$ cat config.mk
export PLATFORM = sky130hd
export DESIGN_NAME = sig_check_flat
export DESIGN_NICKNAME = d
export VERILOG_FILES = /design/src/rtl/sig_check_if.sv /design/src/rtl/sig_check.sv /design/src/flat_wrapper.sv
export SDC_FILE = /design/constraint.sdc
export NUM_CORES = 1
export LEC_CHECK = 0
export CORE_ASPECT_RATIO = 0.75
export CORE_UTILIZATION = 49
export DETAILED_ROUTE_END_ITERATION = 6
export PLACE_DENSITY = 0.8
export SETUP_SLACK_MARGIN = 0.3
export SLEW_MARGIN = 20
export SYNTH_ARGS = -nofsm -noshare
export SYNTH_HDL_FRONTEND = slang
export SYNTH_SLANG_ARGS = --single-unit
$ cat constraint.sdc
create_clock -name ib_clk -period 2.6 [get_ports ib_clk]
set_clock_uncertainty 0.05 [all_clocks]
set_input_delay 0.39 -clock ib_clk [delete_from_list [all_inputs] [get_ports ib_clk]]
set_output_delay 0.39 -clock ib_clk [all_outputs]
set_load 0.01 [all_outputs]
$ cat src/rtl/sig_check_if.sv
// Bus between the cond-chain result stream / control and the signature checker.
interface sig_check_if #(
  parameter int PAR_DATA_BITS = 16,
  parameter int PAR_CNT_BITS  = 8
);
  logic                     ib_start;
  logic                     ib_abort;
  logic [PAR_CNT_BITS-1:0]  ivG_len;
  logic [PAR_DATA_BITS-1:0] ivG_expect;
  logic                     ib_valid;
  logic [PAR_DATA_BITS-1:0] ivG_data;
  logic                     ob_busy;
  logic                     ob_done;
  logic                     ob_match;
  logic [PAR_DATA_BITS-1:0] ovG_sig;
  logic [PAR_CNT_BITS-1:0]  ovG_count;

  modport master (
    output ib_start, ib_abort, ivG_len, ivG_expect, ib_valid, ivG_data,
    input  ob_busy, ob_done, ob_match, ovG_sig, ovG_count
  );

  modport slave (
    input  ib_start, ib_abort, ivG_len, ivG_expect, ib_valid, ivG_data,
    output ob_busy, ob_done, ob_match, ovG_sig, ovG_count
  );
endinterface

$ cat src/rtl/sig_check.sv
// Folds a window of result words into a rotate-XOR signature and
// compares it with an expected value, pulsing done for one cycle.
module sig_check #(
  parameter int                       PAR_DATA_BITS = 16,
  parameter int                       PAR_CNT_BITS  = 8,
  parameter logic [PAR_DATA_BITS-1:0] PAR_SEED      = 16'hFFFF
) (
  input logic        ib_clk,
  input logic        ib_rst,
  sig_check_if.slave bus
);

  typedef enum logic [1:0] {IDLE = 2'd0, RUN = 2'd1, DONE = 2'd2} state_t;

  state_t                   state_q, state_d;
  logic [PAR_DATA_BITS-1:0] sig_q, sig_d;
  logic [PAR_DATA_BITS-1:0] exp_q, exp_d;
  logic [PAR_CNT_BITS-1:0]  count_q, count_d;
  logic [PAR_CNT_BITS-1:0]  len_q, len_d;
  logic                     match_q, match_d;
  logic                     busy, done;

  // word acceptance: only in RUN, and abort wins over a same-cycle valid
  logic accept;
  assign accept = (state_q == RUN) && !bus.ib_abort && bus.ib_valid;

  // state register
  always_ff @(posedge ib_clk) begin
    if (ib_rst) state_q <= IDLE;
    else        state_q <= state_d;
  end

  // next-state logic
  always_comb begin
    state_d = state_q;
    case (state_q)
      IDLE: if (bus.ib_start) state_d = (bus.ivG_len == '0) ? DONE : RUN;
      RUN: begin
        if (bus.ib_abort)                                 state_d = IDLE;
        else if (accept && (count_q + 1'b1) == len_q)     state_d = DONE;
      end
      DONE:    state_d = IDLE;
      default: state_d = IDLE;
    endcase
  end

  // FSM outputs decoded from state
  always_comb begin
    busy = (state_q == RUN) || (state_q == DONE);
    done = (state_q == DONE);
  end

  // datapath next values; match is captured on the edge that enters DONE
  // so it is already valid in the done cycle
  always_comb begin
    sig_d   = sig_q;
    exp_d   = exp_q;
    count_d = count_q;
    len_d   = len_q;
    match_d = match_q;
    if (state_q == IDLE && bus.ib_start) begin
      sig_d   = PAR_SEED;
      count_d = '0;
      len_d   = bus.ivG_len;
      exp_d   = bus.ivG_expect;
      match_d = 1'b0;
    end else if (state_q == RUN && bus.ib_abort) begin
      match_d = 1'b0;
    end else if (accept) begin
      sig_d   = {sig_q[PAR_DATA_BITS-2:0], sig_q[PAR_DATA_BITS-1]} ^ bus.ivG_data;
      count_d = count_q + 1'b1;
    end
    if (state_d == DONE && state_q != DONE) match_d = (sig_d == exp_d);
  end

  // datapath registers
  always_ff @(posedge ib_clk) begin
    if (ib_rst) begin
      sig_q   <= PAR_SEED;
      exp_q   <= '0;
      count_q <= '0;
      len_q   <= '0;
      match_q <= 1'b0;
    end else begin
      sig_q   <= sig_d;
      exp_q   <= exp_d;
      count_q <= count_d;
      len_q   <= len_d;
      match_q <= match_d;
    end
  end

  assign bus.ob_busy   = busy;
  assign bus.ob_done   = done;
  assign bus.ob_match  = match_q;
  assign bus.ovG_sig   = sig_q;
  assign bus.ovG_count = count_q;

endmodule

$ cat src/flat_wrapper.sv
// flat-port wrapper written by rule: the top's interface ports become plain ports
module sig_check_flat 
#(
  parameter int                       PAR_DATA_BITS = 16,
  parameter int                       PAR_CNT_BITS  = 8,
  parameter logic [PAR_DATA_BITS-1:0] PAR_SEED      = 16'hFFFF
)
  (ib_clk, ib_rst, bus_ib_start, bus_ib_abort, bus_ivG_len, bus_ivG_expect, bus_ib_valid, bus_ivG_data, bus_ob_busy, bus_ob_done, bus_ob_match, bus_ovG_sig, bus_ovG_count);
  sig_check_if #(.PAR_DATA_BITS(PAR_DATA_BITS), .PAR_CNT_BITS(PAR_CNT_BITS)) bus_i ();
  input logic ib_clk;
  input logic ib_rst;
  input wire logic [$bits(bus_i.ib_start)-1:0] bus_ib_start;
  input wire logic [$bits(bus_i.ib_abort)-1:0] bus_ib_abort;
  input wire logic [$bits(bus_i.ivG_len)-1:0] bus_ivG_len;
  input wire logic [$bits(bus_i.ivG_expect)-1:0] bus_ivG_expect;
  input wire logic [$bits(bus_i.ib_valid)-1:0] bus_ib_valid;
  input wire logic [$bits(bus_i.ivG_data)-1:0] bus_ivG_data;
  output wire logic [$bits(bus_i.ob_busy)-1:0] bus_ob_busy;
  output wire logic [$bits(bus_i.ob_done)-1:0] bus_ob_done;
  output wire logic [$bits(bus_i.ob_match)-1:0] bus_ob_match;
  output wire logic [$bits(bus_i.ovG_sig)-1:0] bus_ovG_sig;
  output wire logic [$bits(bus_i.ovG_count)-1:0] bus_ovG_count;
  assign bus_i.ib_start = bus_ib_start;
  assign bus_i.ib_abort = bus_ib_abort;
  assign bus_i.ivG_len = bus_ivG_len;
  assign bus_i.ivG_expect = bus_ivG_expect;
  assign bus_i.ib_valid = bus_ib_valid;
  assign bus_i.ivG_data = bus_ivG_data;
  assign bus_ob_busy = bus_i.ob_busy;
  assign bus_ob_done = bus_i.ob_done;
  assign bus_ob_match = bus_i.ob_match;
  assign bus_ovG_sig = bus_i.ovG_sig;
  assign bus_ovG_count = bus_i.ovG_count;
  sig_check #(.PAR_DATA_BITS(PAR_DATA_BITS), .PAR_CNT_BITS(PAR_CNT_BITS), .PAR_SEED(PAR_SEED)) u_core (.ib_clk(ib_clk), .ib_rst(ib_rst), .bus(bus_i));
endmodule
==> results.py <==
metrics = {
    "status": {
        "status": "completed",
    },
    "cts": {
        "path_clk_slew_ns": 0.10,
        "clock-sinks": 51,
        "cts-htree-levels": 2,
        "ctsHoldBuffers": 0,
        "cts_root_buf": "clkbuf_8",
        "worstSkewPairLatency_ns": 0.31,
        "cts_buffers": 5,
        "cts_max_path_buffers": 2,
        "cts_tree": "done",
    },
    "sta": {
        "finalSetupViolCount": 0,
        "slew_headroom_pct": 71.6,
        "hold_viol_final": 0,
        "rsz0062_at_grt": "yes",
        "worstMarginPinSlew_ns": 0.422,
        "setup-tns-final_ns": 0,
        "fin_crit_ns": 2.34,
        "maxSlewViolCount": 0,
        "fin_crit_sh_pct": 90.0,
        "max_freq_mhz": 427,
    },
    "job": {
        "max_cap_viol_count": 0,
    },
    "drt": {
        "num_vias": 2841,
        "antenna_left": 0,
        "wl_per_cell_um": 15.0,
        "drt-pass1-iter-count": 5,
        "wl_um": 7650,
        "first_iter_violations": 278,
        "drc": 0,
        "vias_per_cell": 5.56,
    },
    "worst_setup_path": {
        "crit_chain": "ha_4 -> xor2_1 -> a2111oi_2 -> nand4_1 -> or3_4 -> nor3_2 -> o21ba_2 -> mux2_1",
        "start_kind": "flop",
        "reg2reg_slack_ns": 0.26,
        "worstPathMaxFanout": 2,
        "cp_slowest_cell": "or3_4",
        "required_ns": 2.76,
        "critPathKind": "reg2reg",
        "crit_arrival_ns": 2.50,
        "crit_path_end_kind": "flop",
        "max_stage_delay_ns": 0.39,
    },
    "synth": {
        "netlist_top_cells_area": "dfxtp_1, nand2_1, xnor2_1",
        "synthDistinctLibCells": 41,
        "synth_nets": 409,
        "synth_ff_type": "dfxtp_1",
        "synth_edf_count": 0,
        "synth_top_cell_by_area": "dfxtp_1",
        "ys_seq_area_share_pct": 36.2,
        "synth.cell_area_mm2": 0.00282,
        "yosys_warnings": 0,
        "postSynthCellCount": 360,
        "async_reset_ff_share_pct": 0,
        "netlist.area_leader.share_pct": 36.2,
        "ys_seq_elements": 51,
        "syn_avg_cell_area_um2": 7.84,
    },
    "placed_design": {
        "port_buffers": 71,
        "dp_hpwl_um": 5840,
        "gp_congestion": 0.915,
    },
    "finish": {
        "syn_to_final_growth_pct": 34.8,
        "drive_above_1_share_pct": 7.57,
        "diodes": 0,
        "final_util_pct": 69.9,
        "layout.nets": 484,
    },
    "floorplan": {
        "dieArea_mm2": 0.00607,
        "io_pins": 72,
        "start_util_pct": 51.9,
        "core_mm2": 0.00544,
        "die_w_um": 89.6,
        "rows": 23,
        "fp.dieH_um": 67.7,
    },
    "pwr": {
        "leakagePower_nw": 1.45,
        "powerDensity_mw_per_mm2": 439,
        "worst_ir_drop_vdd_mv": 0.254,
    },
    "global_routing": {
        "grt_pass1_wl_um": 12300,
        "grt_max_degree": 38,
        "grt_pass1_vias": 2520,
        "grt-ovfl-total": 0,
        "grt_usage_pct": 27.1,
        "grt_antenna_before_repair": 0,
    },
    "worst_hold_path": {
        "hp-class": "reg2reg",
    },
}
==> layout by cell type, fill, tap and decap left out, drive strengths merged, types with 4 or more instances in the layout <==
cell type,instances
ha,4
xor2,20
nand4,9
nor2b,11
nand2b,5
nor2,14
buf,14
or3,4
a21oi,35
o211ai,16
nand3,7
xnor2,30
dfxtp,51
nand2,74
inv,13
clkbuf,5
o21ai,14
clkdlybuf4s50,71
nor3,5
==> per-layer routing <==
| layer | GRT usage [%] | routed length, µm | vias to the layer above |
|---|---|---|---|
| met5 | 0 | 0 | - |
| met1 | 41.6 | 3780 | 1297 |
| met2 | 37.2 | 3010 | 136 |
| li1 | - | - | 1400 |
| met4 | 5.56 | 56 | 0 |
| met3 | 7.09 | 800 | 8 |
==> state kept, by name, indices dropped and copies added (netlist names) <==
name	flops
u_core.bus.ovG_count	8
u_core.bus.ovG_sig	16
u_core.bus.ob_match	1
u_core.state_q	2
u_core.len_q	8
u_core.exp_q	16
==> cell usage after synthesis, drive strengths merged (4+ instances only) <==
cell type and number:
nand2 74, dfxtp 51, a21oi 35, xnor2 30, xor2 20, o211ai 16
clkbuf 15, nor2 14, o21ai 14, inv 12, nor2b 11, nand4 9
nand3 7, nand2b 5, nor3 5, ha 4, or3 4
==> worst paths after layout <==
check | start | endpoint | cells after the start
setup / recovery | u_core.bus.ovG_count[0] | u_core.bus.ob_match | 8
hold / removal | u_core.len_q[0] | u_core.len_q[0] | 2
setup reg to reg | u_core.bus.ovG_count[0] | u_core.bus.ob_match | 8
hold reg to reg | u_core.len_q[0] | u_core.len_q[0] | 2
==> worst max-delay path, delay by kind of cell (launching register included) <==
kind            cells  cell delay (ns)
mux                 1             0.30
simple gates        3             0.63
flops               1             0.36
xor+xnor            1             0.17
compound gates      2             0.47
fa+ha+maj           1             0.24
==> power breakdown <==
group / total [mW] / internal [mW] / switching, mW / leakage [nW]
Clock: 0.475 / 0.193 / 0.282 / 0.0485
Combinational: 0.333 / 0.173 / 0.160 / 0.984
Sequential: 0.860 / 0.813 / 0.0473 / 0.418
==> area by class of cell <==
class                   count  area, µm²
clock buffers               5       68.8
clock inverters             3       22.5
fillers                   433       1640
inverters                  12       45.0
multi-input cells         280       1730
flip-flops and latches     51       1030
well taps                  75       93.8
repair buffers             85        820
==> stage by stage <==
step | hold WS (ns) | total power, mW | setup slack (ns) | area (µm²) | instances
3_5_place_dp | 0.426 | 1.20 | 0.0404 | 3680 | 502
6_report | 0.439 | 1.67 | 0.261 | 3800 | 511
4_1_cts | 0.440 | 1.67 | 0.317 | 3800 | 511
2_1_floorplan | 0.395 | 1.04 | 0.321 | 2840 | 360
3_3_place_gp | 0.416 | 1.19 | 0.129 | 3680 | 502
5_1_grt | 0.458 | 1.75 | 0.168 | 3800 | 511
==> kinds of logic after synthesis <==
logic type / synth area share, %
buffers and inverters: 3.90
DFF: 36.2
and+or+nand+nor: 22.8
xor gates and xnor gates: 15.5
muxes: 0.399
AOI/OAI and AO/OA: 19.0
adders and majority gates: 2.13
==> repair_timing <==
| item | CTS | global route |
|---|---|---|
| endpoints found under the setup margin | 1 | 1 |
| resized for setup | 6 | 1 |
| pin swaps | 3 | 4 |
| buffers inserted | 1 | 0 |
| cloned | 0 | 0 |
No activity file was read; power rests on OpenSTA's default activity.
